### src/rtl/fir_filter_mc.sv
// ============================================================================
// fir_filter_mc : multi-channel FIR, one sequential MAC, round/shift/saturate
// Rev 1.0
// ============================================================================
`default_nettype none

module fir_filter_mc #(
    parameter int DATA_W   = 32,
    parameter int COEF_W   = 16,
    parameter int TAPS     = 5,
    parameter int CHANNELS = 2,
    parameter int SHIFT    = 0,
    localparam int CH_W    = (CHANNELS > 1) ? $clog2(CHANNELS) : 1,
    localparam int TA_W    = $clog2(TAPS),
    localparam int ACC_W   = DATA_W + COEF_W + TA_W
) (
    input  logic                     clk,
    input  logic                     rst,
    input  logic                     flush,
    input  logic                     in_valid,
    output logic                     in_ready,
    input  logic [CH_W-1:0]          in_chan,
    input  logic signed [DATA_W-1:0] in_data,
    output logic                     out_valid,
    input  logic                     out_ready,
    output logic [CH_W-1:0]          out_chan,
    output logic signed [DATA_W-1:0] out_data,
    output logic                     out_sat,
    input  logic                     coef_we,
    input  logic [TA_W-1:0]          coef_addr,
    input  logic signed [COEF_W-1:0] coef_data,
    input  logic                     coef_commit,
    output logic                     coef_pending
);

    typedef enum logic [1:0] {IDLE = 2'd0, MAC = 2'd1, OUT = 2'd2} state_t;

    localparam logic signed [ACC_W:0] RND  = ((ACC_W+1)'(1) << SHIFT) >> 1;
    localparam logic signed [ACC_W:0] MAXV = {{(ACC_W-DATA_W+2){1'b0}}, {(DATA_W-1){1'b1}}};
    localparam logic signed [ACC_W:0] MINV = {{(ACC_W-DATA_W+2){1'b1}}, {(DATA_W-1){1'b0}}};

    state_t                     state, state_nxt;
    logic signed [DATA_W-1:0]   line     [CHANNELS][TAPS];
    logic signed [COEF_W-1:0]   c_shadow [TAPS];
    logic signed [COEF_W-1:0]   c_active [TAPS];
    logic signed [ACC_W-1:0]    acc;
    logic [TA_W-1:0]            k;
    logic [CH_W-1:0]            chan;
    logic                       flush_pend;

    logic                       flush_req, accept, do_flush, commit_req, do_copy, last;
    logic signed [ACC_W-1:0]    prod, sum;
    logic signed [ACC_W:0]      rnd, res;
    logic                       sat_hi, sat_lo;

    assign flush_req  = flush | flush_pend;
    assign in_ready   = (state == IDLE) && !flush_req;
    assign out_valid  = (state == OUT);
    // Out-of-range channels complete the handshake but are dropped.
    assign accept     = in_valid && in_ready && (int'(in_chan) < CHANNELS);
    assign do_flush   = (state == IDLE) && flush_req;
    assign commit_req = coef_pending | coef_commit;
    assign do_copy    = (state == IDLE) && commit_req && !accept;
    assign last       = (k == TA_W'(TAPS-1));

    assign prod   = ACC_W'(c_active[k]) * ACC_W'(line[chan][k]);
    assign sum    = acc + prod;
    assign rnd    = $signed((ACC_W+1)'(sum)) + RND;
    assign res    = rnd >>> SHIFT;
    assign sat_hi = res > MAXV;
    assign sat_lo = res < MINV;

    always_comb begin
        state_nxt = state;
        case (state)
            IDLE:    if (accept)    state_nxt = MAC;
            MAC:     if (last)      state_nxt = OUT;
            OUT:     if (out_ready) state_nxt = IDLE;
            default:                state_nxt = IDLE;
        endcase
    end

    always_ff @(posedge clk or negedge rst) begin
        if (!rst) begin
            state        <= IDLE;
            acc          <= '0;
            k            <= '0;
            chan         <= '0;
            flush_pend   <= 1'b0;
            coef_pending <= 1'b0;
            out_chan     <= '0;
            out_data     <= '0;
            out_sat      <= 1'b0;
            for (int i = 0; i < TAPS; i++) begin
                c_shadow[i] <= (i == TAPS/2) ? (COEF_W'(1) << SHIFT) : '0;
                c_active[i] <= (i == TAPS/2) ? (COEF_W'(1) << SHIFT) : '0;
            end
            for (int c = 0; c < CHANNELS; c++)
                for (int i = 0; i < TAPS; i++)
                    line[c][i] <= '0;
        end else begin
            state        <= state_nxt;
            flush_pend   <= flush_req && (state != IDLE);
            coef_pending <= commit_req && !do_copy;

            if (coef_we && (int'(coef_addr) < TAPS))
                c_shadow[coef_addr] <= coef_data;
            // A write landing in the copy cycle is forwarded into the active bank.
            if (do_copy)
                for (int i = 0; i < TAPS; i++)
                    c_active[i] <= (coef_we && int'(coef_addr) == i) ? coef_data : c_shadow[i];

            if (do_flush) begin
                for (int c = 0; c < CHANNELS; c++)
                    for (int i = 0; i < TAPS; i++)
                        line[c][i] <= '0;
            end else if (accept) begin
                line[in_chan][0] <= in_data;
                for (int i = 1; i < TAPS; i++)
                    line[in_chan][i] <= line[in_chan][i-1];
            end

            if (accept) begin
                chan <= in_chan;
                acc  <= '0;
                k    <= '0;
            end else if (state == MAC) begin
                acc <= sum;
                k   <= k + TA_W'(1);
                if (last) begin
                    out_chan <= chan;
                    out_sat  <= sat_hi | sat_lo;
                    out_data <= sat_hi ? MAXV[DATA_W-1:0] :
                                sat_lo ? MINV[DATA_W-1:0] : res[DATA_W-1:0];
                end
            end
        end
    end

endmodule

`default_nettype wire
### config.mk
export PLATFORM = sky130hd
export DESIGN_NAME = fir_filter_mc
export DESIGN_NICKNAME = d
export VERILOG_FILES = /design/src/rtl/fir_filter_mc.sv
export SDC_FILE = /design/constraint.sdc
export NUM_CORES = 2
export LEC_CHECK = 0
export BUFFER_PORTS_ARGS = -buffer_cell sky130_fd_sc_hd__buf_2
export CORE_ASPECT_RATIO = 1.25
export CORE_MARGIN = 5
export CORE_UTILIZATION = 30
export DETAILED_ROUTE_END_ITERATION = 7
export PLACE_DENSITY = 0.43
export SKIP_CTS_REPAIR_TIMING = 1
export SLEW_MARGIN = 20
export SYNTH_ARGS = -nofsm -noshare
export SYNTH_HDL_FRONTEND = slang
export SYNTH_SLANG_ARGS = --single-unit
export TNS_END_PERCENT = 100
### constraint.sdc
create_clock -name clk -period 8.7 [get_ports clk]
set_input_delay 1.305 -clock clk [delete_from_list [all_inputs] [get_ports clk]]
set_output_delay 1.305 -clock clk [all_outputs]
set_load 0.005 [all_outputs]
==> flow_summary.ini <==
[drt]
routedWlPerCell_um = 20.32
routed_wl_mm = 150.1
drcViolationCount = 0
vias = 35490
ant_nets = 0
routed_via_density = 4.804
drt_iter0_drc = 2027
dr.pass1.iters = 6

[clock_tree]
clk_path_buf_depth = 3
htree_levels = 3
clk_pin_slew_ps = 60
root_buffer = clkbuf_16
cts_buffers = 72
clkSinkCount = 573
worstSkewPairLatency_ps = 680
cts_tree = done

[timing]
finalCriticalPeriod_ps = 8463
final_hold_viol_count = 0
tightest_slew_ps = 1019
max_freq_mhz = 118.2
final-setup-viol-count = 0
post-route-period-util = 0.9727
setup_ws_ps = 237.2
slew_headroom = 0.3206
holdWs_ps = 471.0
final_max_slew_viol_count = 0
rsz0062_at_grt = yes
clock_skew_ps = 41.74

[run]
cap_violations = 0

[synth]
synthTopCellsByCount = nand2_1 (1169), inv_1 (635), dfrtp_1 (571)
synth_warnings = 0
async_flop_share = 1.000
synth_edf_count = 0
synth_top_cell_by_area = dfrtp_1
ys_seq_area_frac = 0.3097
ys_ff_latch = 573
synth_ff_type = dfrtp_1
netlist.area_leader.share = 0.3085
mappedNetlistNets = 5658
synth_cell_types = 84
syn_area_mm2 = 0.04631
synth_cells = 4911
synth_most_common_cell = nand2_1
synth_area_leaders = dfrtp_1 (31%), fa_1 (24%), nand2_1 (9.5%), inv_1 (5.1%), mux2_2 (4.9%)
syn_avg_cell_area_um2 = 9.430

[run_status]
status = completed

[die]
core_mm2 = 0.1537
ioPinCount = 96
die_width_um = 361.4
die_h_um = 449.3
num_rows = 161
start_util = 0.3013
die_area_mm2 = 0.1624

[cells_and_area]
finalInstanceArea_mm2 = 0.05656
num-nets-final = 6042
nFillCells = 15660
syn_to_final_growth_pct = 22.13
drive_gt1_frac = 0.2249

[min_path]
min_path_cells = 2
min_to = line[163]$_DFFE_PN0P_
worstHoldStart = line[195]$_DFFE_PN0P_
hold_class = flop to flop

[global_route]
grt_start_max_net_pins = 191
grt_overflow = 0
grt_util_all_layers = 0.1836
grt_pass1_vias = 37520
grt_pass1_wl_mm = 233.6
antenna_found_initial = 2

[worst_setup_path]
reg2regPathDepth = 31
crit_path_max_incr_delay_ps = 530
crit_type = flop to flop
cp-start-kind = flop
r2r_end = out_data[10]$_DFFE_PN0P_
cp_slowest_cell = fa_1
rr_startpoint = chan$_DFFE_PN0P_
path_delay_family = adder cells
crit_path_end_kind = flop
crit_path_frequent_cell = fa_1
r2r_slack_ps = 240
cp.arrival_ps = 9030
critical_path_required_ps = 9270
critPathMaxFanout = 15
cp_num_buf_inv = 11

[place]
gp_congestion = 0.8493
post-place-ws_ps = -76.66
detailed_place_hpwl_mm = 109.6
dpl-instance-area_mm2 = 0.05285
io_buffers = 95
-- state kept, by name, indices dropped and copies added, names as in the netlist --
| name | flops |
|---|---|
| line | 320 |
| c_active | 80 |
| c_shadow | 80 |
| acc | 51 |
| out_data | 32 |
| k | 3 |
| state | 2 |
| chan | 1 |
| coef_pending | 1 |
| flush_pend | 1 |
| out_chan | 1 |
| out_sat | 1 |
-- worst reg2reg max path: cells and delay by family (launching register included) --
kind	cells	cell delay [ps]
compound gates	7	1410
flops	1	510
buf+inv	11	1420
simple gates	4	1010
mux	2	680
fa+ha+maj	7	3340
-- routing by layer --
metal | up-vias | part of all wire | GRT usage
li1 | 16530 | - | -
met1 | 18070 | 0.46 | 0.2578
met2 | 688 | 0.47 | 0.2987
met3 | 194 | 0.036 | 0.02162
met4 | 0 | 0.031 | 0.05454
met5 | - | 0 | 0
-- layout by cell type (no fill, tap or decap), types with 20 or more instances in the layout --
| cell | n |
|---|---|
| nand4_1 | 20 |
| xnor2_1 | 34 |
| a21o_1 | 21 |
| dfrtp_1 | 567 |
| o21ai_0 | 200 |
| inv_1 | 631 |
| nand3_1 | 129 |
| fa_1 | 546 |
| nand2_1 | 1166 |
| mux4_2 | 59 |
| buf_12 | 74 |
| buf_4 | 425 |
| clkbuf_16 | 78 |
| buf_2 | 96 |
| ha_1 | 116 |
| mux2_2 | 200 |
| and2_1 | 41 |
| a21oi_1 | 173 |
| nor2_1 | 183 |
| mux2i_1 | 39 |
| nor3_1 | 66 |
| o221ai_1 | 22 |
-- logic make-up after synthesis --
family	synth area share
fa+ha+maj	0.2750
flops	0.3097
simple gates	0.1523
mux	0.08640
xor+xnor	0.009267
buf+inv	0.07824
compound gates	0.08905
-- per-stage QoR --
stage                     cells  utilization  TNS (ps)
final                      7386       0.3680         0
after global routing       7385       0.3680    -777.0
after CTS                  7345       0.3587     -1258
after detailed placement   7218       0.3438    -411.9
after global placement     7218       0.3438    -714.9
after floorplan            4911            -         0
-- layout make-up --
cell class | instances | area (µm²) | area share
antenna | 1 | 2.502 | 0.00004424
clock buffer | 101 | 2011 | 0.03555
clock inverter | 26 | 267.8 | 0.004734
inverter | 636 | 2395 | 0.04234
multi-input combinational | 3395 | 29460 | 0.5208
sequential | 573 | 14350 | 0.2537
tap | 2037 | 2549 | 0.04506
timing repair buffer | 617 | 5528 | 0.09773
-- worst max-delay path by stage --
| stage | endpoint | slack (ps) | start | cells past startpoint |
|---|---|---|---|---|
| after floorplan | out_data[30]$_DFFE_PN0P_ | 30 | chan$_DFFE_PN0P_ | 30 |
| after global placement | out_data[3]$_DFFE_PN0P_ | -120 | k[0]$_DFFE_PN0P_ | 31 |
| after detailed placement | out_data[2]$_DFFE_PN0P_ | -80 | k[0]$_DFFE_PN0P_ | 30 |
| after CTS | out_data[2]$_DFFE_PN0P_ | -130 | k[0]$_DFFE_PN0P_ | 30 |
| after global routing | out_data[1]$_DFFE_PN0P_ | -70 | chan$_DFFE_PN0P_ | 37 |
| final | out_data[10]$_DFFE_PN0P_ | 240 | chan$_DFFE_PN0P_ | 31 |
Power is not shown: default switching activity piles up to over one toggle a cycle in this logic, so the estimate is an artifact.
